<file path="src/rtl/hazard_stall_ctrl.sv">
// Pipeline hazard / stall controller for the 5-stage core.
// Detects load-use and mult/div-not-ready hazards, drives the PC and IF/ID
// enables, ID/EX bubble and IF/ID flush, and sequences the multi-cycle
// mult/div unit with a saturating count of stalled cycles.
module hazard_stall_ctrl #(
  parameter int MUL_LAT = 4,   // cycles from MD_Start to HI/LO valid (mult)
  parameter int DIV_LAT = 32,  // cycles from MD_Start to HI/LO valid (div)
  parameter int CNT_W   = 16   // width of the saturating stall counter
) (
  input  logic             clk,
  input  logic             rst_n,
  input  logic [4:0]       ID_RsAddr,
  input  logic [4:0]       ID_RtAddr,
  input  logic             ID_UsesRs,
  input  logic             ID_UsesRt,
  input  logic             ID_MulDiv,
  input  logic             ID_IsDiv,
  input  logic             ID_ReadHiLo,
  input  logic             ID_BrTaken,
  input  logic             EX_MemRead,
  input  logic             EX_WriteReg,
  input  logic [4:0]       EX_wAddr,
  output logic             PC_Write,
  output logic             IFID_Write,
  output logic             IDEX_Bubble,
  output logic             IFID_Flush,
  output logic             MD_Start,
  output logic             MD_Busy,
  output logic [CNT_W-1:0] StallCnt
);

  typedef enum logic {
    RUN     = 1'b0,
    MD_WAIT = 1'b1
  } state_e;

  localparam logic [5:0]       MUL_CNT  = 6'(MUL_LAT);
  localparam logic [5:0]       DIV_CNT  = 6'(DIV_LAT);
  localparam logic [CNT_W-1:0] CNT_MAX  = {CNT_W{1'b1}};
  localparam logic [CNT_W-1:0] CNT_ONE  = CNT_W'(1);

  state_e           state_q, state_d;
  logic [5:0]       md_cnt_q, md_cnt_d;
  logic [CNT_W-1:0] stall_cnt_q, stall_cnt_d;

  logic load_use;
  logic md_hz;
  logic stall;
  logic md_issue;

  // Hazard detection: a stall is decided in the same cycle the ID
  // instruction is seen; a load into $0 never creates a dependency.
  always_comb begin
    load_use = EX_MemRead & EX_WriteReg & (|EX_wAddr) &
               ((ID_UsesRs & (EX_wAddr == ID_RsAddr)) |
                (ID_UsesRt & (EX_wAddr == ID_RtAddr)));
    md_hz    = (state_q == MD_WAIT) & (ID_ReadHiLo | ID_MulDiv);
    stall    = load_use | md_hz;
    md_issue = ID_MulDiv & ~stall;
  end

  // State register: FSM state, mult/div down-counter and stall counter.
  // NOTE: sequential state uses non-blocking assignments so every flop
  // samples the pre-edge value of its neighbours, independent of order.
  always_ff @(posedge clk or negedge rst_n) begin
    if (!rst_n) begin
      state_q     <= RUN;
      md_cnt_q    <= '0;
      stall_cnt_q <= '0;
    end else begin
      state_q     <= state_d;
      md_cnt_q    <= md_cnt_d;
      stall_cnt_q <= stall_cnt_d;
    end
  end

  // Next-state: issue moves RUN -> MD_WAIT with the op latency loaded;
  // the final count of 1 marks the cycle at whose end HI/LO is valid.
  always_comb begin
    // NOTE: every variable gets a default first so no path leaves it
    // unassigned, which would otherwise infer a latch.
    state_d     = state_q;
    md_cnt_d    = md_cnt_q;
    stall_cnt_d = stall_cnt_q;

    unique case (state_q)
      RUN: begin
        if (md_issue) begin
          state_d  = MD_WAIT;
          md_cnt_d = ID_IsDiv ? DIV_CNT : MUL_CNT;
        end
      end
      MD_WAIT: begin
        if (md_cnt_q == 6'd1) begin
          state_d  = RUN;
          md_cnt_d = '0;
        end else begin
          md_cnt_d = md_cnt_q - 6'd1;
        end
      end
      default: begin
        state_d  = RUN;
        md_cnt_d = '0;
      end
    endcase

    if (stall && (stall_cnt_q != CNT_MAX)) begin
      stall_cnt_d = stall_cnt_q + CNT_ONE;
    end
  end

  // Outputs: while reset is held the pipeline is frozen with NOPs in
  // IF/ID and ID/EX; otherwise the enables follow the stall decision and
  // a taken branch only flushes once its operands are not stalled.
  always_comb begin
    PC_Write    = 1'b0;
    IFID_Write  = 1'b0;
    IDEX_Bubble = 1'b1;
    IFID_Flush  = 1'b1;
    MD_Start    = 1'b0;
    MD_Busy     = 1'b0;
    if (rst_n) begin
      PC_Write    = ~stall;
      IFID_Write  = ~stall;
      IDEX_Bubble = stall;
      IFID_Flush  = ID_BrTaken & ~stall;
      MD_Start    = md_issue;
      MD_Busy     = (state_q == MD_WAIT);
    end
  end

  assign StallCnt = stall_cnt_q;

endmodule

</file>
<file path="config.mk">
export PLATFORM = sky130hd
export DESIGN_NAME = hazard_stall_ctrl
export DESIGN_NICKNAME = d
export VERILOG_FILES = /design/src/rtl/hazard_stall_ctrl.sv
export SDC_FILE = /design/constraint.sdc
export NUM_CORES = 1
export LEC_CHECK = 0
export BUFFER_PORTS_ARGS = -buffer_cell sky130_fd_sc_hd__buf_2
export CAP_MARGIN = 25
export CORE_ASPECT_RATIO = 0.75
export CORE_MARGIN = 4
export CORE_UTILIZATION = 50
export CTS_CLUSTER_DIAMETER = 30
export CTS_CLUSTER_SIZE = 10
export DETAILED_ROUTE_END_ITERATION = 10
export PLACE_DENSITY = 0.85
export SLEW_MARGIN = 20
export SYNTH_ARGS = -nofsm -noshare
export SYNTH_HDL_FRONTEND = slang
export SYNTH_SLANG_ARGS = --single-unit
</file>
<file path="constraint.sdc">
create_clock -name clk -period 2.3 [get_ports clk]
set_clock_uncertainty 0.1 [all_clocks]
set_input_delay 0.23 -clock clk [delete_from_list [all_inputs] [get_ports clk]]
set_output_delay 0.23 -clock clk [all_outputs]
set_load 0.01 [all_outputs]
</file>
-- After elaboration in Yosys (flattened, before gate mapping)
Index checks and enable logic that the tools add are counted.
- register bits after elaboration: 23
- bits in latches: 0
- RAM bits: 0
- ROM bits: 0
- input bits: 25
- output and inout bits: 22
- logic and storage cells: 37
- memories: 0
- add/subtract/negate cells: 2
- $mul: 0
- divide/modulo/power cells: 0
- $lt $le $gt $ge: 0
- eq/ne operators: 5
- shift-type cells: 0
- multiplexer cells: 12
- bitwise gates (word level): 13
- reductions and logical operators: 2
- operators by type and width (kind ; count):
    2-to-1 mux 6 bit ; 3
    adder 16 x 1 -> 16 bit, second input constant ; 1
    != test 16 bit, second input constant ; 1
    case mux 6 bit (2 select lines) ; 1
    == test 5 bit ; 2
    bitwise AND 1 bit ; 8
    2-to-1 mux 1 bit ; 7
    == test 6 x 1 -> 1 bit, second input constant ; 1
    subtractor 6 x 1 -> 6 bit, second input constant ; 1
    OR reduction 5 bit ; 1
    bitwise OR 1 bit ; 3
    != test 2 bit, second input constant ; 1
    inverter 1 bit ; 2
    case mux 1 bit (2 select lines) ; 1
    logical AND 1 bit ; 1

-- Longest topological paths before layout
- depth in word-level cells: 9
- depth in mapped cells: 7
- gate-level depth less buffers: 7

-- Worst setup path before layout
OpenSTA, ideal clock, no wires.
- path kind: register to register
- start point: reg stall_cnt_q[0], in the netlist StallCnt[0]
- end point: reg stall_cnt_q[1], in the netlist StallCnt[1]
- library setup time: 0.128 ns
- arrival: 1.759 ns
- required time: 2.072 ns
- setup slack: 0.313 ns
- stages on the path, launching flop included: 7
- buffers on the path: 0
- period minus slack after synthesis: 1.987 ns
- path through: dfrtp_1 > ha_1 > nand3_1 > or3_4 > a2bb2oi_2 > nand2_4 > mux2_1
- cells in the longest elaborated chain, start to end: 2
- elaborated cells on any way between the ends: 3
- classes of those cells: 1 x add/sub; 1 x eq/ne; 1 x reduce/logical
- ends and longest elaborated chain (element ; RTL line ; text):
    start, declared ; 44 ; logic [CNT_W-1:0] stall_cnt_q, stall_cnt_d;
    start signal, assigned ; 73 ; stall_cnt_q <= stall_cnt_d;
    branches (longest 2 deep; another with adder 16 x 1 -> 16 bit) ; - ;
Parallel ways; which one is timed is not known.
A chain may end at the register's enable or synchronous reset.

-- Worst setup path in the final report
Same ends and word-level chain as after synthesis.

==> impl_metrics.toml <==
[clock_network]
clk_latency_ns = 0.26
clock_path_buffers = 2
cts.sinks = 23
root_buffer = "clkbuf_8"
cts_resized = 0
h-tree-depth = 1
cts_setup_buffers = 0
clk_pin_slew_ns = 0.08
numCtsBuffers = 3
cts_tree = "done"
hold_buffers = 1

[worst_setup_path]
crit_slowest_cell = "or3_4"
r2r-start = "StallCnt[0]"
cp_slowest_stage_delay_ns = 0.43
worst_ep_required_time_ns = 2.35
reg2reg_slack_ns = 0.22
crit_fanout = 7
cp-end-kind = "register"
path_cells = "ha_1 > nand3_1 > or3_4 > a2bb2oi_2 > nand2_4 > mux2_1"
start_kind = "register"
worst_r2r_path_depth = 6
crit_type = "register to register"
critical-path-top-delay-family = "simple AND/OR/NAND/NOR gates"
cp_data_arrival_time_ns = 2.13
crit_buf_inv = 0
worst_r2r_endpoint = "StallCnt[1]"

[layout]
nets = 218
drive_gt1_share_pct = 39.7
fillerInstances = 217
utilization_pct = 66.3
area_growth_pct = 23.1
antennaDiodeCount = 0

[timing]
setup_viol = 0
finalSetupTns_ns = 0
period_minus_slack_ns = 2.08
worst_slew_pin_slew_ns = 0.531
relSlewSlack_pct = 64.3
fmax_ghz = 0.480
hold_viol_final = 0
rsz0062_at_grt = "false"
whs_ns = 0.127
post-route-period-util_pct = 90.5
finalMaxSlewViolations = 0

[routing]
via_per_inst = 5.32
wl_per_cell_microns = 14.5
route.detailed.drc = 0
drt-initial-drc-count = 56
vias = 1196
drtPass1Iterations = 4
antenna_left = 0
routed_wl_mm = 3.26

[pwr]
switching_share_pct = 41.1
p_int_uw = 1000
p_switching_uw = 700
finalPower_uw = 1700
p_leak_uw = 0.000863
clkPwrFrac_pct = 14.7
p_comb_share_pct = 44.3
ir_drop_uv = 392
p_seq_share_pct = 41.0
power_density_nw_per_um2 = 957

[die]
start_util_pct = 53.9
fp.coreArea_sq_um = 2680
die_w_microns = 70.1
dieArea_sq_um = 3820
io_pins = 47
num_rows = 16
die_y_microns = 54.6

[logic_synthesis]
synth_edf_count = 0
synth-main-ff-cell = "dfrtp_1"
ys_ff_latch = 23
syn_area_per_cell_sq_um = 10.5
netlist_area_sq_um = 1450
synth_cell_types = 40
synth_warnings = 0
ys_seq_area_share_pct = 39.8
async_flop_share_pct = 100
syn_nets = 166
syn_inst = 138

[hold_path]
min_from = "ID_IsDiv"
whs_endpoint = "md_cnt_q[2]"
hp-class = "input pin to register"
hold_path_depth = 2

[placement]
portBuffers = 46
gp_congestion = 0.860
place_hpwl_mm = 2.66

[global_route]
antenna_found_initial = 0
overflow = 0
grt_pass1_wl_mm = 5.29
grt_pass1_vias = 1177
grt_max_degree = 17
gr-usage-all-layers_pct = 17.9

[run]
drv_cap = 0

[run_status]
status = "finished clean"
how the worst max path moves through the flow:
stage	cells past startpoint	end	start	slack, ns
finish	6	StallCnt[1]	StallCnt[0]	0.22
floorplan	6	StallCnt[1]	StallCnt[0]	0.31
global route	6	StallCnt[1]	StallCnt[0]	0.13
CTS	6	StallCnt[1]	StallCnt[0]	0.22
global placement	7	StallCnt[12]	EX_wAddr[0]	0.34
detailed placement	6	StallCnt[1]	StallCnt[0]	0.24
cells by family (layout without fill, tap and decap cells):
kind of cell | Yosys count | in the layout | synth area share (%)
xor gates and xnor gates | 25 | 25 | 15.2
buffers and inverters | 9 | 60 | 2.68
muxes | 5 | 5 | 4.24
and+or+nand+nor | 59 | 59 | 25.7
AOI/OAI and AO/OA | 14 | 14 | 9.78
adders and majority gates | 3 | 3 | 2.60
DFF | 23 | 23 | 39.8
power groups by stage:
stage | Clock, uW | Combinational, uW | Sequential (uW)
after floorplan | 0 | 488 | 703
after global placement | 0 | 702 | 690
after detailed placement | 0 | 753 | 700
after CTS | 255 | 763 | 696
after global routing | 276 | 830 | 717
final | 250 | 754 | 699
per-layer routing:
layer / vias to the layer above / share of wire, % / track usage (%)
li1: 579 / - / -
met1: 563 / 39 / 20.7
met2: 50 / 52 / 33.1
met3: 4 / 7.0 / 4.40
met4: 0 / 1.4 / 6.69
met5: - / 0 / 0
state kept, by name, indices dropped and copies added, names as in the netlist:
register	flops
md_cnt_q	6
state_q	1
StallCnt	16
cells in the mapped netlist, types with 2 or more instances:
| library cell | number | area (sq um) |
|---|---|---|
| dfrtp_1 | 23 | 576 |
| nand2_1 | 15 | 56.3 |
| xnor2_1 | 15 | 131 |
| xor2_1 | 10 | 87.6 |
| nand3_1 | 8 | 40.0 |
| inv_1 | 7 | 26.3 |
| nor2_1 | 6 | 22.5 |
| nor3_1 | 4 | 20.0 |
| nor3_2 | 4 | 40.0 |
| ha_1 | 3 | 37.5 |
| nand4_1 | 3 | 18.8 |
| nor2_2 | 3 | 18.8 |
| o21ai_0 | 3 | 15.0 |
| or3_1 | 3 | 18.8 |
| and3_1 | 2 | 12.5 |
| mux2_4 | 2 | 30.0 |
| mux2i_1 | 2 | 20.0 |
| nand4_4 | 2 | 42.5 |
| o2bb2ai_1 | 2 | 17.5 |
per-stage QoR:
| stage | cell area, sq um | std cells | setup WS [ns] |
|---|---|---|---|
| floorplan | 1450 | 138 | 0.313 |
| global placement | 1720 | 220 | 0.339 |
| detailed placement | 1720 | 220 | 0.236 |
| CTS | 1780 | 225 | 0.216 |
| global route | 1780 | 225 | 0.133 |
| finish | 1780 | 225 | 0.218 |
cells in the final DEF, fill, tap and decap left out, types with 2 or more instances in the layout:
cell / netlist / layout
buf_4: 1 / 2
nor2_1: 6 / 6
o21ai_0: 3 / 3
and3_1: 2 / 2
nor3_2: 4 / 4
dfrtp_1: 23 / 23
mux2i_1: 2 / 2
xor2_1: 10 / 10
nand2_1: 15 / 15
nand4_4: 2 / 2
xnor2_1: 15 / 15
o2bb2ai_1: 2 / 2
nand4_1: 3 / 3
ha_1: 3 / 3
inv_1: 7 / 7
nor2_2: 3 / 3
nor3_1: 4 / 4
or3_1: 3 / 3
clkbuf_8: 0 / 3
buf_2: 1 / 46
mux2_4: 2 / 2
nand3_1: 8 / 8
final cells by class:
class | instances | area, sq um | share of cell area, %
Inverter | 7 | 26.3 | 1.48
Timing Repair Buffer | 49 | 255 | 14.3
Multi-Input combinational cell | 106 | 831 | 46.7
Clock inverter | 1 | 5.00 | 0.281
Sequential cell | 23 | 576 | 32.3
Clock buffer | 3 | 41.3 | 2.32
Tap cell | 36 | 45.0 | 2.53
Note: power is estimated with default switching activity, not from simulation.
